--- config.mk ---
export PLATFORM = sky130hd
export DESIGN_NAME = psx_pad_reader
export DESIGN_NICKNAME = d
export VERILOG_FILES = /design/src/rtl/psx_pad_reader.sv
export SDC_FILE = /design/constraint.sdc
export NUM_CORES = 1
export LEC_CHECK = 0
export CORE_UTILIZATION = 67
export CTS_CLUSTER_DIAMETER = 200
export DETAILED_ROUTE_END_ITERATION = 10
export DONT_BUFFER_PORTS = 1
export GPL_ROUTABILITY_DRIVEN = 0
export PLACE_DENSITY = 0.83
export SLEW_MARGIN = 20
export SYNTH_ARGS = -nofsm -noshare
export SYNTH_HDL_FRONTEND = slang
export SYNTH_SLANG_ARGS = --single-unit
--- constraint.sdc ---
create_clock -name clk -period 4.1 [get_ports clk]
set_input_delay 0.82 -clock clk [delete_from_list [all_inputs] [get_ports clk]]
set_output_delay 0.82 -clock clk [all_outputs]
set_load 0.005 [all_outputs]
--- src/rtl/psx_pad_reader.sv ---
// ============================================================================
// psx_pad_reader : polls a PlayStation digital/analog pad, returns buttons/ID
// Rev 1.0
// ============================================================================
`default_nettype none

module psx_pad_reader #(
  parameter int CLK_HZ  = 25_200_000,
  parameter int SCK_HZ  = 250_000,
  parameter int POLL_HZ = 60
) (
  input  logic        clk,
  input  logic        rst,
  input  logic        joyi,
  output logic [2:0]  joy,
  output logic [15:0] btn,
  output logic [7:0]  id,
  output logic        valid,
  output logic        err
);

  localparam int HALF = CLK_HZ / SCK_HZ / 2;
  localparam int POLL = CLK_HZ / POLL_HZ;
  localparam int HC_W = (HALF > 1) ? $clog2(HALF) : 1;
  localparam int PC_W = (POLL > 1) ? $clog2(POLL) : 1;

  typedef enum logic [2:0] {
    S_IDLE  = 3'd0,
    S_SETUP = 3'd1,
    S_LOW   = 3'd2,
    S_HIGH  = 3'd3,
    S_GAP   = 3'd4,
    S_DONE  = 3'd5
  } state_t;

  state_t      state_q, state_d;
  logic [HC_W-1:0] hc_q, hc_d;
  logic [PC_W-1:0] poll_q, poll_d;
  logic [1:0]  cnt_q, cnt_d;
  logic [2:0]  bit_q, bit_d;
  logic [2:0]  byte_q, byte_d;
  logic [7:0]  rx_q, rx_d;
  logic [7:0]  b1_q, b1_d;
  logic [7:0]  b2_q, b2_d;
  logic [7:0]  b3_q, b3_d;
  logic [2:0]  joy_q, joy_d;
  logic [15:0] btn_q, btn_d;
  logic [7:0]  id_q, id_d;
  logic        valid_q, valid_d;
  logic        err_q, err_d;
  logic [1:0]  sync_q, sync_d;
  logic        tick;
  logic        poll_wrap;

  // Command byte sequence 0x01, 0x42, then zeros; returns one bit of it.
  function automatic logic cmd_bit(input logic [2:0] b, input logic [2:0] i);
    logic [7:0] c;
    case (b)
      3'd0:    c = 8'h01;
      3'd1:    c = 8'h42;
      default: c = 8'h00;
    endcase
    return c[i];
  endfunction

  always_comb begin
    state_d = state_q;
    cnt_d   = cnt_q;
    bit_d   = bit_q;
    byte_d  = byte_q;
    rx_d    = rx_q;
    b1_d    = b1_q;
    b2_d    = b2_q;
    b3_d    = b3_q;
    joy_d   = joy_q;
    btn_d   = btn_q;
    id_d    = id_q;
    valid_d = 1'b0;
    err_d   = 1'b0;
    sync_d  = {sync_q[0], joyi};

    tick      = (state_q != S_IDLE) && (hc_q == HC_W'(HALF - 1));
    poll_wrap = (poll_q == PC_W'(POLL - 1));
    poll_d    = poll_wrap ? '0 : poll_q + 1'b1;
    hc_d      = ((state_q == S_IDLE) || tick) ? '0 : hc_q + 1'b1;

    // joy = {CMD, SEL, CLK}
    case (state_q)
      S_IDLE: begin
        joy_d = 3'b111;
        if (poll_wrap) begin
          state_d = S_SETUP;
          cnt_d   = 2'd0;
          joy_d   = 3'b101;
        end
      end
      S_SETUP: begin
        if (tick) begin
          cnt_d = cnt_q + 2'd1;
          if (cnt_q == 2'd3) begin
            state_d = S_LOW;
            bit_d   = 3'd0;
            byte_d  = 3'd0;
            joy_d   = {cmd_bit(3'd0, 3'd0), 2'b00};
          end
        end
      end
      S_LOW: begin
        if (tick) begin
          state_d     = S_HIGH;
          joy_d[0]    = 1'b1;
          rx_d[bit_q] = sync_q[1];
        end
      end
      S_HIGH: begin
        if (tick) begin
          if (bit_q != 3'd7) begin
            state_d = S_LOW;
            bit_d   = bit_q + 3'd1;
            joy_d   = {cmd_bit(byte_q, bit_q + 3'd1), 2'b00};
          end else if (byte_q != 3'd4) begin
            state_d = S_GAP;
            cnt_d   = 2'd0;
            joy_d   = 3'b101;
            case (byte_q)
              3'd1:    b1_d = rx_q;
              3'd2:    b2_d = rx_q;
              3'd3:    b3_d = rx_q;
              default: ;
            endcase
          end else begin
            // Last bit of byte 4 is already in rx_q; publish the result now.
            state_d = S_DONE;
            joy_d   = 3'b111;
            valid_d = 1'b1;
            id_d    = b1_q;
            if (b2_q == 8'h5A) begin
              btn_d = {~rx_q, ~b3_q};
            end else begin
              btn_d = 16'h0000;
              err_d = 1'b1;
            end
          end
        end
      end
      S_GAP: begin
        if (tick) begin
          cnt_d = cnt_q + 2'd1;
          if (cnt_q == 2'd3) begin
            state_d = S_LOW;
            bit_d   = 3'd0;
            byte_d  = byte_q + 3'd1;
            joy_d   = {cmd_bit(byte_q + 3'd1, 3'd0), 2'b00};
          end
        end
      end
      S_DONE: begin
        state_d = S_IDLE;
        joy_d   = 3'b111;
      end
      default: begin
        state_d = S_IDLE;
        joy_d   = 3'b111;
      end
    endcase
  end

  always_ff @(posedge clk) begin
    if (rst) begin
      state_q <= S_IDLE;
      hc_q    <= '0;
      poll_q  <= '0;
      cnt_q   <= 2'd0;
      bit_q   <= 3'd0;
      byte_q  <= 3'd0;
      rx_q    <= 8'h00;
      b1_q    <= 8'h00;
      b2_q    <= 8'h00;
      b3_q    <= 8'h00;
      joy_q   <= 3'b111;
      btn_q   <= 16'h0000;
      id_q    <= 8'h00;
      valid_q <= 1'b0;
      err_q   <= 1'b0;
      sync_q  <= 2'b11;
    end else begin
      state_q <= state_d;
      hc_q    <= hc_d;
      poll_q  <= poll_d;
      cnt_q   <= cnt_d;
      bit_q   <= bit_d;
      byte_q  <= byte_d;
      rx_q    <= rx_d;
      b1_q    <= b1_d;
      b2_q    <= b2_d;
      b3_q    <= b3_d;
      joy_q   <= joy_d;
      btn_q   <= btn_d;
      id_q    <= id_d;
      valid_q <= valid_d;
      err_q   <= err_d;
      sync_q  <= sync_d;
    end
  end

  assign joy   = joy_q;
  assign btn   = btn_q;
  assign id    = id_q;
  assign valid = valid_q;
  assign err   = err_q;

endmodule

`default_nettype wire

==> results.sh <==
export IMPL_status="finished, final reports clean"
export IMPL_path_clk_slew_ps=100
export IMPL_port_buffers=0
export IMPL_final_max_slew_viol_count=0
export IMPL_synthSimpleGateAreaFrac=0.2433
export IMPL_worst_pin_slew_ps=918.2
export IMPL_synth_seq_cells=99
export IMPL_netlist_area_sq_um=4197
export IMPL_post_cts_buffers=0
export IMPL_hp_class="reg -> reg"
export IMPL_worstPathArrival_ps=2650
export IMPL_setup_violations=0
export IMPL_synthAdderAreaFrac=0.03578
export IMPL_h_tree_depth=3
export IMPL_grt_pass1_vias=2758
export IMPL_synth_edf_count=0
export IMPL_async_reset_ff_frac=0
export IMPL_max_stage_delay_ps=700
export IMPL_cts_sinks=99
export IMPL_synth_area_top_cells="dfxtp_1, mux2i_1, nor2_1, nand3_1, ha_1"
export IMPL_wire_per_inst_um=15.41
export IMPL_p_leak_nw=1.507
export IMPL_first_pass_iters=6
export IMPL_cts_hold_buf=0
export IMPL_synth_ff_type="dfxtp_1"
export IMPL_fin_tns_setup_ps=0
export IMPL_yosys_warnings=0
export IMPL_antenna_found_initial=0
export IMPL_yosys_area_top_type="dfxtp_1"
export IMPL_synth_top_family_by_area="simple AND/OR/NAND/NOR gates"
export IMPL_cp_max_fo=12
export IMPL_grt_usage=0.2575
export IMPL_cp_required_ps=4360
export IMPL_fillCellCount=457
export IMPL_root_buffer="clkbuf_8"
export IMPL_synth_top_cell_area_share=0.4723
export IMPL_layout_common_cells="dfxtp_1, nor2_1, nand2_1, mux2i_1, nand3_1"
export IMPL_syn_nets=469
export IMPL_syn_area_per_cell_sq_um=9.243
export IMPL_holdWs_ps=422.6
export IMPL_grt_ovfl_total=0
export IMPL_fin_skew_ps=13.13
export IMPL_clock_latency_ps=370
export IMPL_p_total_mw=1.673
export IMPL_start_util=0.7005
export IMPL_dpl_instance_area_sq_um=4173
export IMPL_netlist_instances=454
export IMPL_viasPerCell=6.021
export IMPL_drt_iter0_drc=205
export IMPL_cp_common_cell="ha_1"
export IMPL_vdd_drop_max_v=0.0003431
export IMPL_grt_max_degree=57
export IMPL_cts_buffers=9
export IMPL_ioPinCount=32
export IMPL_yosysSeqAreaShare=0.4723
export IMPL_synth_xor_area_share=0.04383
export IMPL_cp_end_kind="flop"
export IMPL_drv_cap=0
export IMPL_crit_chain="ha_1 > ha_1 > nand4_4 > nor4_4 > mux2i_1 > nor2_1"
export IMPL_critPathLaunchType="flop"
export IMPL_final_common_cell="dfxtp_1"
export IMPL_min_period_ps=2388
export IMPL_rsz0062_at_grt="no"
export IMPL_finish_utilization=0.7345
export IMPL_crit_slowest_cell="nor4_4"
export IMPL_synthMuxAreaShare=0.08378
export IMPL_grt_pass1_wl_um=12790
export IMPL_drive_above_1_share=0.06488
export IMPL_critPathKind="reg -> reg"
export IMPL_dpl_hpwl_um=5348
export IMPL_final_hold_viol_count=0
export IMPL_cts_tree="built"
export IMPL_route_final_wire_length_um=8046
export IMPL_num_antenna_cells=0
export IMPL_cts_resized=0
export IMPL_period_share=0.5824
export IMPL_rows=28
export IMPL_final_cell_area_sq_um=4400
export IMPL_core_area_sq_um=5991
export IMPL_slew_limit_headroom=0.3832
export IMPL_nets=457
export IMPL_drcViolationCount=0
export IMPL_area_delta_synth_final_pct=4.860
export IMPL_synth_compound_area_frac=0.08140
export IMPL_fp_dieW_um=81.14
export IMPL_via_count=3143
export IMPL_power_density_nw_per_um2=380.2
export IMPL_dieArea_sq_um=6584
export IMPL_max_freq_mhz=418.8
export IMPL_ant_nets=0
export IMPL_die_y_um=81.14
export IMPL_clockBufferDepth=2
export IMPL_yosysUniqueCellTypes=52
==> layout make-up <==
cell class | count | area [sq um] | share of cell area
clock buffer | 9 | 123.9 | 0.02815
clock inverter | 7 | 103.9 | 0.02360
inverter | 11 | 41.29 | 0.009383
multi-input combinational | 320 | 2048 | 0.4655
sequential | 99 | 1982 | 0.4504
tap | 75 | 93.84 | 0.02132
timing repair buffer | 1 | 7.507 | 0.001706
==> worst max-delay path: cells and delay by family, from the launching register on <==
family | cells | cell delay [ps]
AND/OR/NAND/NOR | 3 | 970
flip-flops | 1 | 550
adder cells (fa/ha/maj) | 2 | 460
multiplexers | 1 | 300
==> cells by family (layout without fill, tap and decap cells) <==
group	after synthesis	in the layout
AND/OR/NAND/NOR	202	202
adder cells (fa/ha/maj)	12	12
flip-flops	99	99
XOR/XNOR	21	21
AO/OA/AOI/OAI	50	50
multiplexers	35	35
buffers and inverters	35	28
==> power by group <==
group          switching, mW  internal (mW)
Sequential           0.00304          0.964
Combinational        0.00849        0.00412
Clock                  0.345          0.349
Total                  0.356           1.32
==> stage by stage <==
stage	std cells	setup WS (ps)
3_5_place_dp	506	1703
4_1_cts	522	1703
3_3_place_gp	506	1787
6_report	522	1712
5_1_grt	522	1557
2_1_floorplan	454	2172
==> cell usage after synthesis (2+ instances only) <==
cell type and number:
nand4_1 8, xor2_1 14, and3_1 5, clkbuf_1 14, nor4bb_1 2, or4_1 2
xnor2_1 7, nor4_4 3, buf_6 3, buf_2 4, nor4_1 3, a22o_1 2
nand2_1 39, nor4b_1 2, o31ai_1 16, a21oi_1 16, nor2_1 81, buf_4 2
nand3_1 32, dfxtp_1 99, mux2i_1 34, nand4b_1 3, inv_1 10, a22oi_1 2
o31a_1 2, o21ai_0 2, nand2b_1 2, or3_1 2, ha_1 12, nor3_1 6
a211oi_1 2, or2_2 3
==> state kept, by name, indices dropped and copies added (netlist names) <==
register,count
valid,1
err,1
id,8
hc_q,6
cnt_q,2
b2_q,8
bit_q,3
btn,16
poll_q,19
byte_q,3
b1_q,8
joy,3
state_q,3
sync_q,2
b3_q,8
rx_q,8
==> path summary, 6_finish.rpt <==
kind | start | endpoint | slack, ps | cells after the start
min | sync_q[0]$_SDFF_PP1_ | sync_q[1]$_SDFF_PP1_ | 420 | 1
max reg2reg | bit_q[0]$_SDFFE_PP0P_ | b2_q[6]$_SDFFE_PP0P_ | 1710 | 6
min reg2reg | sync_q[0]$_SDFF_PP1_ | sync_q[1]$_SDFF_PP1_ | 420 | 1
max | bit_q[0]$_SDFFE_PP0P_ | b2_q[6]$_SDFFE_PP0P_ | 1710 | 6
==> layer usage <==
metal / global-route usage / part of all wire
met1: 0.3317 / 0.45
met2: 0.4084 / 0.47
met3: 0.07528 / 0.065
met4: 0.09286 / 0.016
met5: 0 / 0
No activity file was read; power rests on OpenSTA's default activity.
